**src/rtl/spi_slave_rx.sv**
```systemverilog
// SPI mode-0 slave receiver: synchronises SCLK/CS_N/MOSI into clk and assembles MSB-first bytes.
// Optional MISO reply shifter is built when the macro SPI_S_TX_EN is defined.
module spi_slave_rx #(
    parameter int SYNC_STAGES = 2
) (
    input  logic       clk,
    input  logic       rst,
    output logic       clk_en,
    input  logic       spi_sclk,
    input  logic       spi_cs_n,
    input  logic       spi_mosi,
    output logic       spi_miso,
    output logic       spi_miso_en,
    input  logic [7:0] i_spi_s_tx_data,
    output logic [7:0] r_spi_s_rx_data,
    output logic       o_spi_s_rx_done,
    output logic       o_spi_s_frame_err,
    output logic       o_spi_s_busy
);

    typedef enum logic [1:0] {
        WAIT_IDLE = 2'd0,
        IDLE      = 2'd1,
        SHIFT     = 2'd2
    } state_t;

    state_t state, state_next;

    logic [SYNC_STAGES-1:0] sclk_sync;
    logic [SYNC_STAGES-1:0] cs_sync;
    logic [SYNC_STAGES-1:0] mosi_sync_chain;
    logic                   sclk_hist;
    logic                   cs_hist;
    logic                   sync_primed;

    logic       sclk_s;
    logic       cs_s;
    logic       mosi_sync;
    logic       sclk_rise;
    logic       cs_fall;
    logic       cs_rise;

    logic [2:0] bit_cnt;
    logic [2:0] bit_cnt_after;
    logic [7:0] shift_reg;
    logic       shift_active;
    logic       byte_wrap;
    logic       frame_abort;

    assign clk_en = 1'b1;

    always_ff @(posedge clk) begin
        if (rst) begin
            sclk_sync       <= '0;
            cs_sync         <= '1;
            mosi_sync_chain <= '0;
            sclk_hist       <= 1'b0;
            cs_hist         <= 1'b1;
            sync_primed     <= 1'b0;
        end else begin
            sclk_sync       <= {sclk_sync[SYNC_STAGES-2:0], spi_sclk};
            cs_sync         <= {cs_sync[SYNC_STAGES-2:0], spi_cs_n};
            mosi_sync_chain <= {mosi_sync_chain[SYNC_STAGES-2:0], spi_mosi};
            sclk_hist       <= sclk_s;
            cs_hist         <= cs_s;
            sync_primed     <= 1'b1;
        end
    end

    assign sclk_s    = sclk_sync[SYNC_STAGES-1];
    assign cs_s      = cs_sync[SYNC_STAGES-1];
    assign mosi_sync = mosi_sync_chain[SYNC_STAGES-1];
    assign sclk_rise = sclk_s & ~sclk_hist;
    assign cs_fall   = ~cs_s & cs_hist;
    assign cs_rise   = cs_s & ~cs_hist;

    always_ff @(posedge clk) begin
        if (rst) begin
            state <= WAIT_IDLE;
        end else begin
            state <= state_next;
        end
    end

    // The CS_N chain resets to 1, so WAIT_IDLE only trusts it once every
    // stage has been refilled from the pin; otherwise a frame already in
    // progress at reset release would look like a fresh CS_N fall.
    always_comb begin
        state_next = state;
        case (state)
            WAIT_IDLE: if (sync_primed && (&cs_sync)) state_next = IDLE;
            IDLE:      if (cs_fall) state_next = SHIFT;
            SHIFT:     if (cs_rise) state_next = IDLE;
            default:   state_next = WAIT_IDLE;
        endcase
    end

    assign o_spi_s_busy  = (state == SHIFT);
    assign shift_active  = o_spi_s_busy & sclk_rise;
    assign bit_cnt_after = shift_active ? (bit_cnt + 3'd1) : bit_cnt;
    assign byte_wrap     = shift_active && (bit_cnt == 3'd7);
    // A byte completing in the same cycle as CS_N rising leaves the counter at 0.
    assign frame_abort   = o_spi_s_busy && cs_rise && (bit_cnt_after != 3'd0);

    always_ff @(posedge clk) begin
        if (rst) begin
            bit_cnt           <= 3'd0;
            shift_reg         <= 8'h00;
            r_spi_s_rx_data   <= 8'h00;
            o_spi_s_rx_done   <= 1'b0;
            o_spi_s_frame_err <= 1'b0;
        end else begin
            o_spi_s_rx_done   <= byte_wrap;
            o_spi_s_frame_err <= frame_abort;
            if ((state == IDLE) && cs_fall) begin
                bit_cnt <= 3'd0;
            end else if (shift_active) begin
                shift_reg <= {shift_reg[6:0], mosi_sync};
                bit_cnt   <= bit_cnt + 3'd1;
            end
            if (byte_wrap) begin
                r_spi_s_rx_data <= {shift_reg[6:0], mosi_sync};
            end
        end
    end

`ifdef SPI_S_TX_EN
    logic [7:0] tx_reg;
    logic       tx_skip;
    logic       sclk_fall;

    assign sclk_fall = ~sclk_s & sclk_hist;

    // The falling edge right after a wrap reload must not shift, or bit 7
    // of the next reply byte would be lost before the master samples it.
    always_ff @(posedge clk) begin
        if (rst) begin
            tx_reg  <= 8'h00;
            tx_skip <= 1'b0;
        end else if ((state == IDLE) && cs_fall) begin
            tx_reg  <= i_spi_s_tx_data;
            tx_skip <= 1'b0;
        end else if (byte_wrap) begin
            tx_reg  <= i_spi_s_tx_data;
            tx_skip <= 1'b1;
        end else if (o_spi_s_busy && sclk_fall) begin
            if (!tx_skip) begin
                tx_reg <= {tx_reg[6:0], 1'b0};
            end
            tx_skip <= 1'b0;
        end
    end

    assign spi_miso    = tx_reg[7];
    assign spi_miso_en = o_spi_s_busy;
`else
    logic unused_tx_data;

    assign unused_tx_data = ^i_spi_s_tx_data;
    assign spi_miso       = 1'b0;
    assign spi_miso_en    = 1'b0;
`endif

endmodule
```
**config.mk**
```make
export PLATFORM = sky130hd
export DESIGN_NAME = spi_slave_rx
export DESIGN_NICKNAME = d
export VERILOG_FILES = /design/src/rtl/spi_slave_rx.sv
export SDC_FILE = /design/constraint.sdc
export NUM_CORES = 1
export LEC_CHECK = 0
export ABC_AREA = 0
export CAP_MARGIN = 10
export CELL_PAD_IN_SITES_DETAIL_PLACEMENT = 0
export CELL_PAD_IN_SITES_GLOBAL_PLACEMENT = 2
export CORE_MARGIN = 1
export CORE_UTILIZATION = 31
export DETAILED_ROUTE_END_ITERATION = 10
export PLACE_DENSITY_LB_ADDON = 0.2
export SYNTH_ARGS = -nofsm -noshare
export SYNTH_HDL_FRONTEND = slang
export SYNTH_SLANG_ARGS = --single-unit
```
**constraint.sdc**
```tcl
create_clock -name clk -period 3.3 [get_ports clk]
set_input_delay 0.495 -clock clk [delete_from_list [all_inputs] [get_ports clk]]
set_output_delay 0.495 -clock clk [all_outputs]
set_load 0.01 [all_outputs]
```
Word-level counts from Yosys, hierarchy flattened
Index checks and enable logic that the tools add are counted.
{ "totals": {"latchBits": 0, "rom_bits": 0, "memories": 0, "regBits": 31, "inputBits": 13, "ram_bits": 0, "output_inout_bits": 14, "elab_cells": 44} }
{ "classes": {"n_bitwise": 8, "shift": 0, "n_div": 0, "add_sub_neg": 1, "eq_ne": 6, "reduce_logical": 11, "order_cmp": 0, "mul": 0, "muxes": 6} }
{ "op_table": {"columns": ["op", "count"], "rows": [
  ["$mux W2", 3],
  ["$pmux W2 S3", 1],
  ["$logic_and A1 B1 Y1", 5],
  ["$and A1 B1 Y1", 4],
  ["$ne A2 B2 Y1 const B", 2],
  ["$not A1 Y1", 4],
  ["$reduce_and A2 Y1", 2],
  ["$add A3 B1 Y3 const B", 1],
  ["$eq A3 B3 Y1 const B", 1],
  ["$mux W3", 1],
  ["$reduce_and A3 Y1", 1],
  ["$reduce_bool A3 Y1", 1],
  ["$eq A2 B1 Y1 const B", 1],
  ["$eq A2 B2 Y1 const B", 1],
  ["$logic_not A2 Y1", 1],
  ["$ne A2 B1 Y1 const B", 1],
  ["$reduce_or A2 Y1", 1],
  ["$mux W1", 1]
]} }

Depth between registers and ports, before layout
{ "depth": {"word_depth": 6, "ltp_mapped": 6, "mapped_depth_nobuf": 5} }

Least setup slack after synthesis
No wires, ideal clock.
{ "synth_path": {"path_type": "reg2reg", "start": "reg bit_cnt[0]", "end": "reg r_spi_s_rx_data[3]", "synth_period_minus_slack_ps": 1433, "path_buffers": 1, "path_slack_ps": 1867, "arrival_time_ps": 1301, "t_required_ps": 3168, "setup_time_ps": 132, "stages_incl_launch_ff": 7, "cell_sequence": "dfxtp_1 ha_1 ha_1 clkbuf_1 inv_1 o21ai_0 a21oi_1"} }
{ "synth_between": {"elab_chain_cells": 2} }
{ "synth_rtl": {"columns": ["item", "line_no", "text"], "rows": [
  ["from (decl)", "43", "logic [2:0] bit_cnt;"],
  ["from (signal assigned)", "119", "bit_cnt <= bit_cnt + 3'd1;"],
  ["$eq A3 B3 Y1", "101", "assign byte_wrap = shift_active && (bit_cnt == 3'd7);"],
  ["$logic_and A1 B1 Y1", "101", null],
  ["to (signal assigned)", "122", "r_spi_s_rx_data <= {shift_reg[6:0], mosi_sync};"],
  ["to (decl)", "15", "output logic [7:0] r_spi_s_rx_data,"]
]} }
No other way between the ends.
A chain may end at the register's enable or synchronous reset.

Worst setup path after layout
{ "layout_path": {"start": "reg state[1]", "end": "out o_spi_s_busy"} }
{ "layout_between": {"elab_chain_cells": 1} }
{ "layout_rtl": {"columns": ["item", "line_no", "text"], "rows": [
  ["from (decl)", "27", "state_t state, state_next;"],
  ["from (signal assigned)", "81", "state <= state_next;"],
  ["$eq A2 B2 Y1", "98", "assign o_spi_s_busy = (state == SHIFT);"],
  ["to (decl)", "18", "output logic o_spi_s_busy"]
]} }
No other way between the ends.

==> impl_metrics.yaml <==
route:
  viasPerCell: 4.63
  drt_iter0_drc: 29
  wl_mm: 2.13
  first_pass_iters: 4
  wl_per_cell_um: 11.5
  drtAntennaViolNets: 0
  drc_errors: 0
  dr_total_vias: 856
job:
  cap_violations: 0
die:
  die_area_sq_um: 3990
  die_y_um: 63.2
  die_w_um: 63.2
  start_util_pct: 33.4
  num_rows: 21
  fp.coreArea_sq_um: 3470
  pin_count: 27
cts:
  cts_inserted_buffers: 5
  cts_htree_levels: 2
  clk_pin_slew_ns: 0.06
  cts_tree: "built"
  cts_sinks: 31
  cts-resized-gates: 0
  insertion_delay_ns: 0.28
  clk_path_buf_depth: 2
  cts_hold_buf: 0
  root_buffer: "clkbuf_8"
  post-cts-setup-buffers: 0
global_routing:
  grt_pass1_vias: 803
  track_usage_pct: 11.9
  grt_pass1_wl_mm: 3.51
  grt_util_met3_pct: 5.43
  grtUsageMet2_pct: 19.5
  overflow: 0
  antenna_found_initial: 0
  grt-busiest-layer: "met2"
  met1_usage_pct: 12.4
  grt_max_degree: 21
min_path:
  min_path_cells: 1
  hold_class: "reg2reg"
synthesis:
  synth_area_sq_um: 1160
  ys_warn_count: 0
  ys_ff_latch: 31
  netlist_instances: 126
  ys_types: 26
  yosys-top-cells-area: "dfxtp_1 54%, a21oi_1 7.8%, nand2_1 5.8%"
  synth_area_per_cell_sq_um: 9.21
  synth_top_area_share_pct: 53.5
  synth_top_cell_by_area: "dfxtp_1"
  ys_seq_area_share_pct: 53.5
worst_setup_path:
  crit_slowest_cell: "clkdlybuf4s50_1"
  cp_top_family: "buffers and inverters"
  reg2reg_depth: 3
  cp.arrival_ns: 1.53
  cp-start-kind: "flop"
  cpPeakStageDelay_ns: 0.58
  required_ns: 2.80
  criticalPathCategory: "reg2out"
  cp.depth: 2
  cp_max_fo: 6
  endpoint_kind: "primary output"
  worstPathCellList: "nor2b_1 -> clkdlybuf4s50_1"
  crit_buf_inv: 1
timing:
  finalSetupViolations: 0
  rsz0062_at_grt: "false"
  fin_crit_ns: 2.02
  clock.fmax_mhz: 494
  fin_skew_ns: 0.00537
  finalMaxSlewViolations: 0
  worstMarginPinSlew_ns: 0.768
  tns_ns: 0
  final-hold-violation-count: 0
  finalCritPeriodShare_pct: 61.3
  slew_headroom_pct: 48.5
finish:
  final_common_cell: "dfxtp_1"
  final_core_util_pct: 40.4
  final_nets: 154
  fin_area_sq_um: 1400
  final_cell_mix: "31 x dfxtp_1, 18 x nand2_1, 18 x a21oi_1"
  antenna_cells: 0
  largest_reg_flops: 8
  layout.cells.non_filler: 185
  drive_gt1_share_pct: 10.8
  area_growth_syn_to_layout_pct: 20.7
pwr:
  fin_total_pwr_mw: 0.698
  cellPowerDensity_nw_per_um2: 498
  max-vdd-ir-drop_mv: 0.208
  power_leakage_nw: 0.483
place:
  portBuffers: 15
  dp.cells: 178
  dpl_cell_area_sq_um: 1310
  hpwlAfterDp_mm: 1.36
  gp_congestion: 0.688
outcome:
  status: "complete, no violations"
-- through the flow --
| stage | hold WS, ns | worst slack, ns |
|---|---|---|
| 2_1_floorplan | 0.414 | 1.87 |
| 3_3_place_gp | 0.418 | 1.35 |
| 3_5_place_dp | 0.430 | 1.34 |
| 4_1_cts | 0.445 | 1.29 |
| 5_1_grt | 0.462 | 1.20 |
| 6_report | 0.438 | 1.28 |
-- cell usage after synthesis --
library cell,count
a2111oi_2,1
a21oi_1,18
a31oi_1,1
and4bb_1,1
and4bb_2,1
buf_2,2
buf_4,4
buf_6,1
clkbuf_1,4
conb_1,2
dfxtp_1,31
ha_1,2
inv_1,2
nand2_1,18
nand2b_1,2
nand3_1,8
nand3b_1,2
nand4b_1,1
nand4bb_1,1
nor2_1,2
nor2b_1,6
nor3_1,2
nor4_2,1
o21ai_0,8
or2_2,4
xnor2_1,1
-- per-layer routing --
metal	vias to the layer above	wire, um	share of wire (%)
met5	-	0	0
met3	2	72	3.4
li1	441	-	-
met4	0	19	0.89
met2	16	1040	49
met1	397	1010	47
-- layout make-up --
| cell class | instances | area (sq um) |
|---|---|---|
| well taps | 46 | 57.6 |
| clock inverters | 1 | 5.00 |
| inverters | 2 | 7.51 |
| flip-flops and latches | 31 | 621 |
| multi-input cells | 83 | 469 |
| fillers | 366 | 2070 |
| repair buffers | 16 | 158 |
| clock buffers | 6 | 82.6 |
-- cells by family (layout without fill, tap and decap cells) --
kind of cell	after synthesis	count (layout)	share of synthesized area (%)
xor gates and xnor gates	1	1	0.755
buffers and inverters	13	25	6.36
adders and majority gates	2	2	2.16
DFF	31	31	53.5
and+or+nand+nor	49	49	23.5
AOI/OAI and AO/OA	28	28	13.1
other	2	3	0.647
-- worst paths after layout --
kind | slack [ns] | to | start
setup / recovery | 1.28 | o_spi_s_busy | state[1]
setup reg to reg | 1.58 | o_spi_s_frame_err | state[1]
hold reg to reg | 0.44 | sclk_sync[1] | sclk_sync[0]
hold / removal | 0.44 | sclk_sync[1] | sclk_sync[0]
-- power breakdown --
group | leakage (nW) | internal (mW) | switching (mW) | total, mW
Combinational | 0.184 | 0.0112 | 0.0106 | 0.0218
Clock | 0.0470 | 0.163 | 0.128 | 0.292
Sequential | 0.252 | 0.380 | 0.00387 | 0.384
No activity file was read; power rests on OpenSTA's default activity.
